--- src/rtl/fifo_sync_core.sv ---
// Single-clock FIFO core with registered read data and registered occupancy flags.
// Optional sticky overflow/underflow outputs are enabled by defining FIFO_OVF_UDF_EN.
module fifo_sync_core #(
    parameter int unsigned DATA_W       = 128,
    parameter int unsigned DEPTH        = 16,
    parameter int unsigned ALM_FULL_TH  = 2,
    parameter int unsigned ALM_EMPTY_TH = 2
) (
    input  logic              clk,
    input  logic              reset,
    input  logic              i_wren,
    input  logic              i_rden,
    input  logic [DATA_W-1:0] i_wrdata,
    output logic              o_full,
    output logic              o_alm_full,
    output logic              o_empty,
    output logic              o_alm_empty,
    output logic [DATA_W-1:0] o_rddata
`ifdef FIFO_OVF_UDF_EN
    ,
    output logic              o_overflow,
    output logic              o_underflow
`endif
);

    localparam int unsigned AW = $clog2(DEPTH);
    localparam int unsigned CW = AW + 1;

    localparam logic [CW-1:0] FULL_LVL      = CW'(DEPTH);
    localparam logic [CW-1:0] ALM_FULL_LVL  = CW'(DEPTH - ALM_FULL_TH);
    localparam logic [CW-1:0] ALM_EMPTY_LVL = CW'(ALM_EMPTY_TH);

    logic [DATA_W-1:0] mem [DEPTH];
    logic [AW-1:0]     wr_ptr;
    logic [AW-1:0]     rd_ptr;
    logic [CW-1:0]     count;
    logic [CW-1:0]     count_nxt;
    logic              wr_acc;
    logic              rd_acc;

    assign wr_acc = i_wren & ~o_full;
    assign rd_acc = i_rden & ~o_empty;

    always_comb begin
        count_nxt = count;
        case ({wr_acc, rd_acc})
            2'b10:   count_nxt = count + CW'(1);
            2'b01:   count_nxt = count - CW'(1);
            default: count_nxt = count;
        endcase
    end

    // Storage is deliberately left out of reset; reset only blocks the write.
    always_ff @(posedge clk) begin
        if (!reset && wr_acc) begin
            mem[wr_ptr] <= i_wrdata;
        end
    end

    always_ff @(posedge clk) begin
        if (reset) begin
            wr_ptr      <= '0;
            rd_ptr      <= '0;
            count       <= '0;
            o_rddata    <= '0;
            o_full      <= 1'b0;
            o_alm_full  <= 1'b0;
            o_empty     <= 1'b1;
            o_alm_empty <= 1'b1;
        end else begin
            if (wr_acc) begin
                wr_ptr <= wr_ptr + AW'(1);
            end
            if (rd_acc) begin
                o_rddata <= mem[rd_ptr];
                rd_ptr   <= rd_ptr + AW'(1);
            end
            count <= count_nxt;
            // Flags track post-edge occupancy so they line up with the pointers.
            o_full      <= (count_nxt == FULL_LVL);
            o_alm_full  <= (count_nxt >= ALM_FULL_LVL);
            o_empty     <= (count_nxt == '0);
            o_alm_empty <= (count_nxt <= ALM_EMPTY_LVL);
        end
    end

`ifdef FIFO_OVF_UDF_EN
    always_ff @(posedge clk) begin
        if (reset) begin
            o_overflow  <= 1'b0;
            o_underflow <= 1'b0;
        end else begin
            if (i_wren && o_full) begin
                o_overflow <= 1'b1;
            end
            if (i_rden && o_empty && !i_wren) begin
                o_underflow <= 1'b1;
            end
        end
    end
`else
    // Illegal requests are silently dropped or ignored.
`endif

endmodule
--- config.mk ---
export PLATFORM = sky130hd
export DESIGN_NAME = fifo_sync_core
export DESIGN_NICKNAME = d
export VERILOG_FILES = /design/src/rtl/fifo_sync_core.sv
export SDC_FILE = /design/constraint.sdc
export NUM_CORES = 2
export LEC_CHECK = 0
export ABC_AREA = 0
export CORE_UTILIZATION = 23
export DETAILED_ROUTE_END_ITERATION = 8
export MAX_ROUTING_LAYER = met4
export SYNTH_ARGS = -nofsm -noshare
export SYNTH_HDL_FRONTEND = slang
export SYNTH_SLANG_ARGS = --single-unit
--- constraint.sdc ---
create_clock -name clk -period 21.5 [get_ports clk]
set_input_delay 4.3 -clock clk [delete_from_list [all_inputs] [get_ports clk]]
set_output_delay 4.3 -clock clk [all_outputs]
set_load 0.02 [all_outputs]
==> Word-level counts from Yosys, hierarchy flattened <==
Memory sizes are Yosys's and may differ from the RTL's. A register that Yosys moved wholly into a read port is not among the register bits.
Index checks and enable logic that the tools add are counted.
{ "totals": {"regBits": 17, "latch_bits": 0, "ram_bits": 2048, "rom_bits": 0, "input_bits": 132, "output_inout_bits": 132, "elab_cells": 27, "mem_count": 1} }
{ "memory_table": {"columns": ["memory", "words", "word_bits", "rd", "rd_clocked_by_memory_dff", "write_ports", "line", "text"], "rows": [
  ["mem", 16, 128, 1, 1, 1, "33", "logic [DATA_W-1:0] mem [DEPTH];"]
]} }
{ "op_classes": {"add_sub_neg": 4, "n_mul": 0, "div_mod_pow": 0, "order_cmp": 2, "n_eq_ne": 3, "n_shift": 0, "mux": 3, "n_bitwise": 4, "reduce_logical": 3} }
{ "ops": {"columns": ["op", "count"], "rows": [
  ["one-hot mux 5 bit (2 select lines)", 1],
  ["adder 4 x 1 -> 4 bit (second input constant)", 2],
  ["adder 5 x 1 -> 5 bit (second input constant)", 1],
  ["== test 5 bit (second input constant)", 1],
  [">= comparator 5 x 4 -> 1 bit (second input constant)", 1],
  ["less-or-equal comparator 5 x 2 -> 1 bit (second input constant)", 1],
  ["zero test 5 bit", 1],
  ["subtractor 5 x 1 -> 5 bit (second input constant)", 1],
  ["AND 1 bit", 2],
  ["== test 2 x 1 -> 1 bit (second input constant)", 1],
  ["== test 2 bit (second input constant)", 1],
  ["two-way mux 1 bit", 2],
  ["inverter 1 bit", 2],
  ["logical AND 1 bit", 1],
  ["zero test 1 bit", 1]
]} }

==> Depth between registers and ports, before layout <==
{ "depth": {"word_depth": 5, "ltp_mapped": 11, "ltp_nobuf": 10} }

==> Least setup slack after synthesis <==
Ideal clock, no wire load.
{ "synth_timing": {"kind": "input-to-reg", "start": "input i_wren", "end": "memory mem[1][0], enable pin", "setup_time_ns": 0.772, "arrival_ns": 13.703, "t_required_ns": 20.728, "setup_slack_ns": 7.025, "stages": 6, "n_path_buf": 1, "cell_sequence": "nor2b_1 > clkbuf_1 > inv_2 > nor2_1 > nand2_1 > nor3_1"} }
{ "synth_via": {"elab_chain_cells": 4} }
{ "synth_lines": {"columns": ["item", "line", "text"], "rows": [
  ["from (decl)", "11", "input logic i_wren,"],
  ["AND 1 bit", "41", "assign wr_acc = i_wren & ~o_full;"],
  ["logical AND 1 bit", "55", "if (!reset && wr_acc) begin"],
  ["two-way mux 1 bit", "55", null],
  ["two-way mux 1 bit (implied by the code)", "56", "mem[wr_ptr] <= i_wrdata;"],
  ["to (decl)", "33", null]
]} }
Every way passes these cells.

==> Worst setup path after layout <==
{ "layout_timing": {"start": "input i_wren", "end": "memory mem[15][107], enable pin"} }
The elaborated chain is that of the path after synthesis.

==> reports/summary.md <==
## Outcome
- completed — run status

## CTS
- 0.06 ns — Reg clk slew, reported paths
- 4 — number of buffers on the longest clock path
- 2193 — TritonCTS Sinks
- 4 — deepest level of the CTS H-tree
- 0 — Hold-fix buffers, CTS
- 0 — post_cts resized
- done — TritonCTS clock tree
- 222 — Num CTS Buffers
- 0 — post-CTS repair timing setup buffer count
- 0.89 ns — clock latency reported for the late side of the worst-skew pair
- clkbuf_16 — buffer cell driving the clock tree root

## Placement
- 115000 um — total half-perimeter wirelength after legalization and detailed placement
- 0.733 — global placement routability congestion
- 263 — # port buffers
- 8122 — instance count after placement with tap cells included
- 12.87 ns — post-placement setup slack
- 89900 um^2 — cell area reported after detailed placement

## Layout
- 3755 — number of nets in the layout
- 27.6% — fraction of the core area covered by cells at the end of the flow
- 97200 um^2 — finished layout cell area
- 19.4% — Synth-to-Final Area Change
- 27.8% — layout cells sized above 1
- 8541 — post-route insts no fill

## Setup path
- primary input to register — Crit Path Class
- rd_ptr[0]$_SDFFE_PP0P_ — Reg-to-Reg Start
- 21.95 ns — required time at the endpoint of the critical path
- clkdlybuf4s50_1 > nor2b_1 > inv_2 > nor2_1 > nand2_1 > nor2_4 > buf_4 > buf_4 — chain of cells forming the critical path
- 16.44 ns — Register-to-Register Setup Slack
- register — Critical Path End Type
- 40 — highest fanout seen on the critical path
- buf_4 — cell type of the slowest stage on the worst timing path
- i_wren — Critical Path Source
- buf_4 — CP most frequent cell
- o_rddata[38]$_SDFFE_PP0P_ — R2R Path End
- 6 — cell depth of the worst flop-to-flop path
- 8.22 ns — data arrival time of the critical path
- primary input — CP Launch Type
- 0.68 ns — Largest stage delay, worst path

## Hold path
- 1 — number of cells traversed by the worst hold path
- register to register — class of the tightest hold or removal check
- o_rddata[49]$_SDFFE_PP0P_ — origin of the worst min-delay path
- o_rddata[49]$_SDFFE_PP0P_ — endpoint with the worst hold slack

## Routing
- 35700 — via count
- 3046 — initial drt markers
- 0 — residual DRC count
- 4.17 — Via density
- 0 — DRT antenna net count
- 199000 um — total wire length after detailed routing
- 5 — DR pass1 iterations
- 23.3 um — DR WL/cell

## Synthesis
- 2048 x edfxtp_1, 640 x mux4_2, 145 x dfxtp_1, 128 x a22o_1, 88 x clkbuf_1 — leading post-synthesis cells by instance count
- edfxtp_1 — cell taking the most area after synthesis
- 79.1% — sequential element share of the synthesized area
- 2193 — flop and latch count out of synthesis
- 3250 — synthesized instance count
- edfxtp_1 76%, mux4_2 18%, dfxtp_1 3.6%, a22o_1 1.4%, clkbuf_1 0.41% — dominant cells by area after synthesis
- 25.1 um^2 — Avg Cell Area, Syn
- 81400 um^2 — cell area after technology mapping
- 0 — total of warnings raised by yosys
- edfxtp_1 — predominant post-synthesis flop cell
- 40 — Netlist cell types
- 75.5% — proportion of netlist area held by the largest area contributor
- 2048 — number of enable-type register cells in the synthesized netlist
- 3389 — synthesized net count
- 0% — Async SR Flop Fraction
- edfxtp_1 — most frequent cell after synthesis

## Global routing
- 129 — largest net degree at the start of global routing
- 70 — number of antenna violations at the first check in global routing
- 0 — overflow left after global routing
- 37300 — via count of the first global-routing pass
- 11.3% — Tot GR Track Use
- 286000 um — first-pass GRT wire length

## Power and ir drop
- 28.5 nW — leakage
- 9.83 mW — total power after layout
- 101 nW/um^2 — Power Density
- 70.1 uV — peak supply drop

## STA
- 0 ns — setup TNS
- 13.72 ns — PnR worst setup slack
- 0 — final number of hold-violating endpoints
- 1.08 ns — Slew @ Worst Pin
- 0 — final setup violation count
- 0.478 ns — worst hold margin
- 36.2% — final worst path period share
- 27.7% — normalized max-slew margin
- no — setup repair after global routing missed its margin
- 0.0720 ns — skew final
- 0 — max-slew violation count
- 7.78 ns — final critical-path required period
- 0.129 GHz — Max Freq

## Floorplan
- 597 um — vertical die dimension
- 264 — I/O pin total
- 597 um — Die W
- 23.1% — initial standard-cell utilization of the core
- 352000 um^2 — CORE AREA
- 356000 um^2 — floorplan die area
- 218 — count of standard-cell rows

## Flow run
- 0 — Max Cap Violations

## power breakdown
part | switching [mW] | total (mW) | leakage, nW | internal, mW
Clock | 1.61 | 3.85 | 3.55 | 2.24
Combinational | 0.588 | 1.16 | 5.30 | 0.573
Sequential | 0.0649 | 4.82 | 19.6 | 4.76
## layout make-up
class | instances | area (um^2)
Fill cell | 34500 | 255000
Sequential cell | 2193 | 64400
Multi-Input combinational cell | 873 | 16300
Clock buffer | 281 | 6000
Tap cell | 4730 | 5920
Timing Repair Buffer | 320 | 3210
Clock inverter | 118 | 1270
Antenna cell | 20 | 50.0
Inverter | 6 | 22.5
## flip-flops by register name, summed over array words and instances (netlist names)
name	count
o_rddata	128
count	5
rd_ptr	4
wr_ptr	4
o_empty	1
o_alm_empty	1
o_full	1
mem	2048
o_alm_full	1
## critical path: cells and delay by family
kind | cells | cell delay (ns)
buffers and inverters | 4 | 1.82
AND/OR/NAND/NOR | 4 | 2.03
## cell usage in the layout (no fill, tap or decap), types with 3 or more instances in the layout
cell type / instances
clkbuf_1: 38
xor2_1: 6
xnor2_1: 5
clkinv_2: 36
bufinv_16: 22
nand2_1: 15
nand2b_1: 3
clkinv_4: 7
a21oi_1: 3
ha_1: 7
nor3_1: 3
inv_1: 4
dfxtp_4: 4
nor2_4: 14
nor3b_1: 3
mux4_2: 640
nor3_2: 4
diode_2: 20
nor2b_1: 3
clkbuf_8: 20
a22o_1: 128
clkinvlp_4: 10
buf_12: 12
edfxtp_1: 2048
inv_6: 5
buf_4: 45
clkinv_8: 4
nor2_1: 15
clkdlybuf4s50_1: 263
clkinv_1: 31
dfxtp_1: 141
clkbuf_16: 223
## worst max-delay path by stage
stage,slack (ns),to
3_5_place_dp,12.87,mem[14][100]$_DFFE_PP_
2_1_floorplan,7.03,mem[1][0]$_DFFE_PP_
6_report,13.72,mem[15][107]$_DFFE_PP_
3_3_place_gp,12.81,mem[15][100]$_DFFE_PP_
5_1_grt,13.62,mem[5][95]$_DFFE_PP_
4_1_cts,13.77,mem[14][100]$_DFFE_PP_
## layer usage
layer / share of wire, % / GRT usage, %
met5: 0 / -
met4: 2.4 / 2.60
met3: 4.3 / 1.88
met2: 52 / 19.6
met1: 41 / 13.8
## kinds of logic after synthesis
family / after synthesis / synth area share, %
AND/OR/NAND/NOR: 68 / 0.389
buffers and inverters: 184 / 1.02
adder cells (fa/ha/maj): 7 / 0.108
flip-flops: 2193 / 79.1
multiplexers: 642 / 17.7
XOR/XNOR: 11 / 0.118
AO/OA/AOI/OAI: 145 / 1.54
Power figures use the tool's default switching activity.
